## config.mk

```make
export PLATFORM = sky130hd
export DESIGN_NAME = sd_spi_card_responder
export DESIGN_NICKNAME = d
export VERILOG_FILES = /design/src/rtl/sd_spi_card_responder.sv
export SDC_FILE = /design/constraint.sdc
export NUM_CORES = 1
export LEC_CHECK = 0
export CAP_MARGIN = 5
export CORE_MARGIN = 2
export CORE_UTILIZATION = 50
export DETAILED_ROUTE_END_ITERATION = 10
export MAX_ROUTING_LAYER = met4
export PLACE_DENSITY = 0.81
export SLEW_MARGIN = 10
export SYNTH_ARGS = -nofsm -noshare
export SYNTH_HDL_FRONTEND = slang
export SYNTH_SLANG_ARGS = --single-unit
export TNS_END_PERCENT = 10
```

## constraint.sdc

```tcl
create_clock -name MasterCLK -period 8.3 [get_ports MasterCLK]
set_clock_uncertainty 0.1 [all_clocks]
set_input_delay 1.245 -clock MasterCLK [delete_from_list [all_inputs] [get_ports MasterCLK]]
set_output_delay 1.245 -clock MasterCLK [all_outputs]
set_load 0.01 [all_outputs]
```

## src/rtl/sd_spi_card_responder.sv

```systemverilog
// sd_spi_card_responder: card side of an SD card link in SPI mode 0.
// Decodes CMD0/CMD55/ACMD41/CMD58/CMD17, answers with R1/R3, and streams one
// 512-byte block from an external byte memory for CMD17.
// Optional feature macro SD_RESP_CRC16_EN: when defined, the two bytes after the
// data block carry CRC16-CCITT (poly 0x1021, init 0) of the block; otherwise 0xFF,0xFF.
//
// SPI byte interface: a byte is complete on the 8th synchronized SCK rising edge
// while CS is low; that same cycle the response byte for the next slot is loaded
// and its MSB appears on MISO. Later bits change on SCK falling edges.
module sd_spi_card_responder #(
    parameter int BLK_W      = 16,
    parameter int INIT_POLLS = 3,
    parameter int ACCESS_GAP = 4
) (
    input  logic             MasterCLK,
    input  logic             Reset,
    input  logic             SPI_CLK,
    input  logic             SPI_MOSI,
    input  logic             SPI_CS,
    output logic             SPI_MISO,
    output logic [BLK_W+8:0] MemAddr,
    output logic             MemRead,
    input  logic [7:0]       MemData,
    output logic             CardReady,
    output logic             CmdStrobe,
    output logic [5:0]       CmdIndex
);

    localparam int PW = (INIT_POLLS > 0) ? $clog2(INIT_POLLS + 1) : 1;

    typedef enum logic [2:0] {
        S_CMD, S_NCR, S_R1, S_OCR, S_GAP, S_TOKEN, S_DATA, S_CRC
    } state_t;

    // synchronizers and SPI bit layer
    logic       sck_s1_q, sck_s2_q, sck_prev_q;
    logic       mosi_s1_q, mosi_s2_q;
    logic       cs_s1_q, cs_s2_q;
    logic [2:0] bit_cnt_q;
    logic [6:0] rx_q;
    logic [6:0] tx_q;
    logic       miso_q;
    logic       cs_act, sck_rise, sck_fall, byte_done;
    logic [7:0] rx_byte;

    // parser
    state_t     state_q, state_d;
    logic [9:0] cnt_q, cnt_d;
    logic [7:0] tx_next;
    logic       accept, cmd_byte0, arg_shift, rd_issue;
    logic [8:0] rd_idx;

    // card / command state
    logic [5:0]       cur_idx_q;
    logic [BLK_W-1:0] blk_q;
    logic [7:0]       r1_q;
    logic             go17_q;
    logic             app_q;
    logic [PW-1:0]    polls_q;
    logic             card_ready_q;
    logic             strobe_q;
    logic [5:0]       cmd_idx_q;

    // memory prefetch
    logic             mem_read_q;
    logic             cap_q;
    logic [BLK_W+8:0] mem_addr_q;
    logic [7:0]       pf_q;

    assign cs_act    = ~cs_s2_q;
    assign sck_rise  = sck_s2_q & ~sck_prev_q;
    assign sck_fall  = ~sck_s2_q & sck_prev_q;
    assign byte_done = cs_act & sck_rise & (bit_cnt_q == 3'd7);
    assign rx_byte   = {rx_q, mosi_s2_q};

`ifdef SD_RESP_CRC16_EN
    logic [15:0] crc_q;
    logic        data_load, token_enter;

    assign data_load   = byte_done && (state_d == S_DATA);
    assign token_enter = byte_done && (state_d == S_TOKEN);

    function automatic logic [15:0] crc16_step(input logic [15:0] c, input logic [7:0] d);
        logic [15:0] r;
        r = c;
        for (int i = 7; i >= 0; i--) begin
            if (r[15] ^ d[i]) r = {r[14:0], 1'b0} ^ 16'h1021;
            else              r = {r[14:0], 1'b0};
        end
        return r;
    endfunction

    // CRC accumulates each data byte as it is loaded into the tx shifter
    always_ff @(posedge MasterCLK) begin
        if (!Reset)           crc_q <= '0;
        else if (token_enter) crc_q <= '0;
        else if (data_load)   crc_q <= crc16_step(crc_q, pf_q);
    end
`endif

    // two-flop synchronizers plus SCK history for edge detection
    always_ff @(posedge MasterCLK) begin
        if (!Reset) begin
            sck_s1_q   <= 1'b0;
            sck_s2_q   <= 1'b0;
            sck_prev_q <= 1'b0;
            mosi_s1_q  <= 1'b0;
            mosi_s2_q  <= 1'b0;
            cs_s1_q    <= 1'b1;
            cs_s2_q    <= 1'b1;
        end else begin
            sck_s1_q   <= SPI_CLK;
            sck_s2_q   <= sck_s1_q;
            sck_prev_q <= sck_s2_q;
            mosi_s1_q  <= SPI_MOSI;
            mosi_s2_q  <= mosi_s1_q;
            cs_s1_q    <= SPI_CS;
            cs_s2_q    <= cs_s1_q;
        end
    end

    // bit layer: shift in on rise, load next byte at byte end, shift out on fall
    always_ff @(posedge MasterCLK) begin
        if (!Reset) begin
            bit_cnt_q <= '0;
            rx_q      <= '0;
            tx_q      <= 7'h7F;
            miso_q    <= 1'b1;
        end else if (!cs_act) begin
            bit_cnt_q <= '0;
            tx_q      <= 7'h7F;
            miso_q    <= 1'b1;
        end else if (sck_rise) begin
            rx_q      <= {rx_q[5:0], mosi_s2_q};
            bit_cnt_q <= bit_cnt_q + 3'd1;
            if (bit_cnt_q == 3'd7) begin
                tx_q   <= tx_next[6:0];
                miso_q <= tx_next[7];
            end
        // the fall right after a load belongs to the new byte's MSB: no shift
        end else if (sck_fall && bit_cnt_q != 3'd0) begin
            tx_q   <= {tx_q[5:0], 1'b1};
            miso_q <= tx_q[6];
        end
    end

    // parser state register: advances once per byte, forced to S_CMD while deselected
    always_ff @(posedge MasterCLK) begin
        if (!Reset) begin
            state_q <= S_CMD;
            cnt_q   <= '0;
        end else if (!cs_act) begin
            state_q <= S_CMD;
            cnt_q   <= '0;
        end else if (byte_done) begin
            state_q <= state_d;
            cnt_q   <= cnt_d;
        end
    end

    // parser next state and per-state byte counter (meaningful only on byte_done)
    always_comb begin
        state_d = state_q;
        cnt_d   = cnt_q + 10'd1;
        case (state_q)
            S_CMD: begin
                if (cnt_q == 10'd0 && rx_byte[7:6] != 2'b01) cnt_d = cnt_q;
                else if (cnt_q == 10'd5)                     state_d = S_NCR;
            end
            S_NCR:   state_d = S_R1;
            S_R1: begin
                if (cur_idx_q == 6'd58) state_d = S_OCR;
                else if (go17_q)        state_d = S_GAP;
                else                    state_d = S_CMD;
            end
            S_OCR:   if (cnt_q == 10'd3) state_d = S_CMD;
            S_GAP:   if (cnt_q == 10'(ACCESS_GAP - 1)) state_d = S_TOKEN;
            S_TOKEN: state_d = S_DATA;
            S_DATA:  if (cnt_q == 10'd511) state_d = S_CRC;
            S_CRC:   if (cnt_q == 10'd1) state_d = S_CMD;
            default: state_d = S_CMD;
        endcase
        if (state_d != state_q) cnt_d = '0;
    end

    // parser outputs: byte to load for the next slot and per-byte strobes
    always_comb begin
        tx_next   = 8'hFF;
        accept    = byte_done && (state_q == S_CMD) && (state_d == S_NCR);
        cmd_byte0 = byte_done && (state_q == S_CMD) && (cnt_q == 10'd0) && (rx_byte[7:6] == 2'b01);
        arg_shift = byte_done && (state_q == S_CMD) && (cnt_q >= 10'd1) && (cnt_q <= 10'd4);
        rd_issue  = byte_done && ((state_d == S_TOKEN) ||
                                  ((state_d == S_DATA) && (cnt_d != 10'd511)));
        rd_idx    = (state_d == S_TOKEN) ? 9'd0 : (cnt_d[8:0] + 9'd1);
        case (state_d)
            S_R1:    tx_next = r1_q;
            S_OCR: begin
                case (cnt_d[1:0])
                    2'd0:    tx_next = card_ready_q ? 8'hC0 : 8'h00;
                    2'd1:    tx_next = 8'hFF;
                    2'd2:    tx_next = 8'h80;
                    default: tx_next = 8'h00;
                endcase
            end
            S_TOKEN: tx_next = 8'hFE;
            S_DATA:  tx_next = pf_q;
`ifdef SD_RESP_CRC16_EN
            S_CRC:   tx_next = (cnt_d == 10'd0) ? crc_q[15:8] : crc_q[7:0];
`endif
            default: tx_next = 8'hFF;
        endcase
    end

    // command capture, R1 evaluation and card init state (survives CS aborts)
    always_ff @(posedge MasterCLK) begin
        if (!Reset) begin
            cur_idx_q    <= '0;
            blk_q        <= '0;
            r1_q         <= 8'hFF;
            go17_q       <= 1'b0;
            app_q        <= 1'b0;
            polls_q      <= PW'(INIT_POLLS);
            card_ready_q <= 1'b0;
            strobe_q     <= 1'b0;
            cmd_idx_q    <= '0;
        end else begin
            strobe_q <= 1'b0;
            if (cmd_byte0) cur_idx_q <= rx_byte[5:0];
            if (arg_shift) blk_q <= BLK_W'({blk_q, rx_byte});
            if (accept) begin
                strobe_q  <= 1'b1;
                cmd_idx_q <= cur_idx_q;
                go17_q    <= 1'b0;
                app_q     <= 1'b0;
                case (cur_idx_q)
                    6'd0: begin
                        r1_q         <= 8'h01;
                        card_ready_q <= 1'b0;
                        polls_q      <= PW'(INIT_POLLS);
                    end
                    6'd55: begin
                        r1_q  <= {7'b0, ~card_ready_q};
                        app_q <= 1'b1;
                    end
                    6'd41: begin
                        if (!app_q) begin
                            r1_q <= {5'b0, 1'b1, 1'b0, ~card_ready_q};
                        end else if (polls_q != '0) begin
                            r1_q    <= 8'h01;
                            polls_q <= polls_q - PW'(1);
                        end else begin
                            r1_q         <= 8'h00;
                            card_ready_q <= 1'b1;
                        end
                    end
                    6'd58: r1_q <= {7'b0, ~card_ready_q};
                    6'd17: begin
                        r1_q   <= card_ready_q ? 8'h00 : 8'h05;
                        go17_q <= card_ready_q;
                    end
                    default: r1_q <= {5'b0, 1'b1, 1'b0, ~card_ready_q};
                endcase
            end
        end
    end

    // block prefetch: read strobe right after each token/data load, capture one cycle later
    always_ff @(posedge MasterCLK) begin
        if (!Reset) begin
            mem_read_q <= 1'b0;
            cap_q      <= 1'b0;
            mem_addr_q <= '0;
            pf_q       <= '0;
        end else if (!cs_act) begin
            mem_read_q <= 1'b0;
            cap_q      <= 1'b0;
        end else begin
            mem_read_q <= rd_issue;
            cap_q      <= mem_read_q;
            if (rd_issue) mem_addr_q <= {blk_q, rd_idx};
            if (cap_q)    pf_q <= MemData;
        end
    end

    assign SPI_MISO  = miso_q;
    assign MemAddr   = mem_addr_q;
    assign MemRead   = mem_read_q;
    assign CardReady = card_ready_q;
    assign CmdStrobe = strobe_q;
    assign CmdIndex  = cmd_idx_q;

endmodule
```

==> results.toml <==
[power_and_ir_drop]
peakVddDrop_uv = 106
seq_power_share = 0.595
totalPowerFinal_mw = 0.890
p_int_mw = 0.682
switching_share = 0.234
p_comb_frac = 0.021
power_density_mw_per_mm2 = 151
pwr-share-clk = 0.384
p_leak_nw = 1.97
p_switching_mw = 0.208

[final_layout]
utilization = 0.576
antennaDiodeCount = 0
layout-drive-gt1-share = 0.0428
area_growth_pct = 12.5
nets = 672

[cts]
cts_made_buffers = 9
ctsRootBufferMaster = "clkbuf_8"
clk_path_buf_depth = 2
cts_setup_buffers = 0
cts_tree = "yes"
clkTransAtPathRegs_ns = 0.10
cts_sinks = 110
insertion_delay_ns = 0.39
cts_hold_buf = 0
htree_levels = 3
ctsResizeCount = 0

[critical_path]
path_max_fanout = 26
crit_required_ns = 8.51
crit_arrival_ns = 3.86
crit_buf_inv = 0
setup.worst_path.class = "reg2reg"
slowest_stage = "a21boi_4"
slowest_delay_ns = 0.85
crit_chain = "ha_1 -> nor2b_1 -> and4_1 -> or3_1 -> a32oi_4 -> o211ai_2 -> a21boi_4 -> mux2i_1"
critPathLaunchType = "register"
crit_family = "compound AO/OA/AOI/OAI gates"
end_kind = "register"

[synth]
synthDistinctLibCells = 62
ys_ff_latch = 110
syn_inst = 630
synthFlopType = "dfxtp_1"
post_synth.cell_area_avg_um2 = 8.32
synth-edff-count = 0
yosysSeqAreaShare = 0.420
synth_area_mm2 = 0.00524
yosysWarningCount = 0
synth_nets = 653
async_reset_ff_frac = 0

[floorplanning]
start_util = 0.512
pin_count = 48
die_w_um = 106
rows = 37
dieHeight_um = 106
die_area_mm2 = 0.0113
fp.coreArea_mm2 = 0.0102

[routing]
first_pass_iters = 5
drcViolationCount = 0
drt_iter0_drc = 224
viasPerCell = 5.62
drtAntennaViolNets = 0
num_vias = 4437
wirelength_um = 11900
wl_per_cell_um = 15.0

[job]
drv_cap = 0

[grt]
overflow = 0
antenna_found_initial = 0
grt_max_degree = 58
grt_pass1_wl_um = 20000
grt_use_total = 0.222
first_global_vias = 4266

[timing]
rsz0062_at_grt = "no"
setup_viol = 0
worst_slew_pin_slew_ns = 1.08
period_minus_slack_ns = 3.65
clock.fmax_mhz = 274
finalHoldViolCount = 0
hold_ws_ns = 0.332
slew_headroom = 0.275
post-route-period-util = 0.440
drv_slew = 0
fin_tns_setup_ns = 0

[worst_hold_path]
hold_path.class = "reg2reg"

[status]
outcome = "finished clean"

[placement]
place.gp.congestion = 0.898
post-dp-hpwl_um = 8290
port-buffer-count = 47
Yosys cell counts (2+ instances only):
cell type	count	area (µm²)
clkbuf_1	24	90.1
nand3_1	16	80.1
nor3_1	9	45.0
o21ai_1	2	10.0
a21oi_1	52	260
nand4b_1	3	26.3
dfxtp_1	110	2200
nor2_1	54	203
nand4_1	5	31.3
nor3b_1	3	22.5
buf_1	4	15.0
a22oi_1	2	15.0
nor2b_1	8	50.1
mux2i_1	48	480
and2_1	16	100
nand3b_1	6	45.0
o21ai_0	29	145
and3_1	7	43.8
xnor2_1	6	52.6
o211ai_1	3	22.5
inv_1	13	48.8
a211oi_1	10	75.1
buf_6	2	22.5
nand2_1	120	450
nor4_1	3	18.8
or4_1	4	30.0
xor2_1	3	26.3
and4_1	4	35.0
a31oi_1	4	25.0
nand2b_1	7	43.8
buf_2	8	40.0
and3b_1	2	17.5
o21bai_1	2	15.0
buf_12	2	40.0
ha_1	10	125
or3_1	3	18.8
final cells by class:
cell class	count	area, µm²
clock inverters	7	85.1
flip-flops and latches	110	2200
multi-input cells	466	2790
well taps	136	170
repair buffers	49	480
fillers	890	4330
clock buffers	9	124
inverters	13	48.8
flip-flops by register name (all words and copies together) (netlist names), 6 cells and up:
signal and count:
pf_q 8, CmdIndex 6, blk_q 16, cnt_q 10, tx_q 7, MemAddr 25
cur_idx_q 6, rx_q 7
metrics by stage:
step	worst slack, ns	instances	instance area (µm²)
2_1_floorplan	5.35	630	5240
3_3_place_gp	4.80	774	5690
3_5_place_dp	4.64	774	5690
5_1_grt	4.37	790	5900
4_1_cts	4.61	790	5900
6_report	4.65	790	5900
per-layer routing:
metal | GRT usage | wire length (µm) | vias up
li1 | - | - | 2216
met1 | 0.280 | 5300 | 2088
met2 | 0.352 | 5750 | 119
met3 | 0.0497 | 620 | 14
met4 | 0.0780 | 174 | 0
met5 | - | 0 | -
power by group through the flow:
stage	sequential (mW)	clock, mW	combinational, mW
finish	0.530	0.342	0.0187
floorplan	0.542	0	0.0105
global route	0.530	0.366	0.0204
CTS	0.530	0.346	0.0187
global placement	0.542	0	0.0183
detailed placement	0.542	0	0.0187
layout by cell type (no fill, tap or decap), types with 13 or more instances in the layout:
master	instances
dfxtp_1	110
a21oi_1	52
o21ai_0	29
inv_1	13
nand3_1	16
mux2i_1	48
nand2_1	120
nor2_1	54
clkdlybuf4s50_1	46
and2_1	16
cell families after synthesis:
logic type	count (synthesis)	synth area share
and+or+nand+nor	277	0.253
adders and majority gates	10	0.0239
xor gates and xnor gates	9	0.0150
DFF	110	0.420
buffers and inverters	54	0.0499
AOI/OAI and AO/OA	122	0.146
muxes	48	0.0916
final timing paths:
check / start / slack, ns / end / cells past startpoint
hold / removal: cs_s1_q / 0.33 / cs_s2_q / 1
hold reg to reg: cs_s1_q / 0.33 / cs_s2_q / 1
setup reg to reg: cnt_q[0] / 4.65 / MemAddr[23] / 8
setup / recovery: cnt_q[0] / 4.65 / MemAddr[23] / 8
Note: power is estimated with default switching activity, not from simulation.
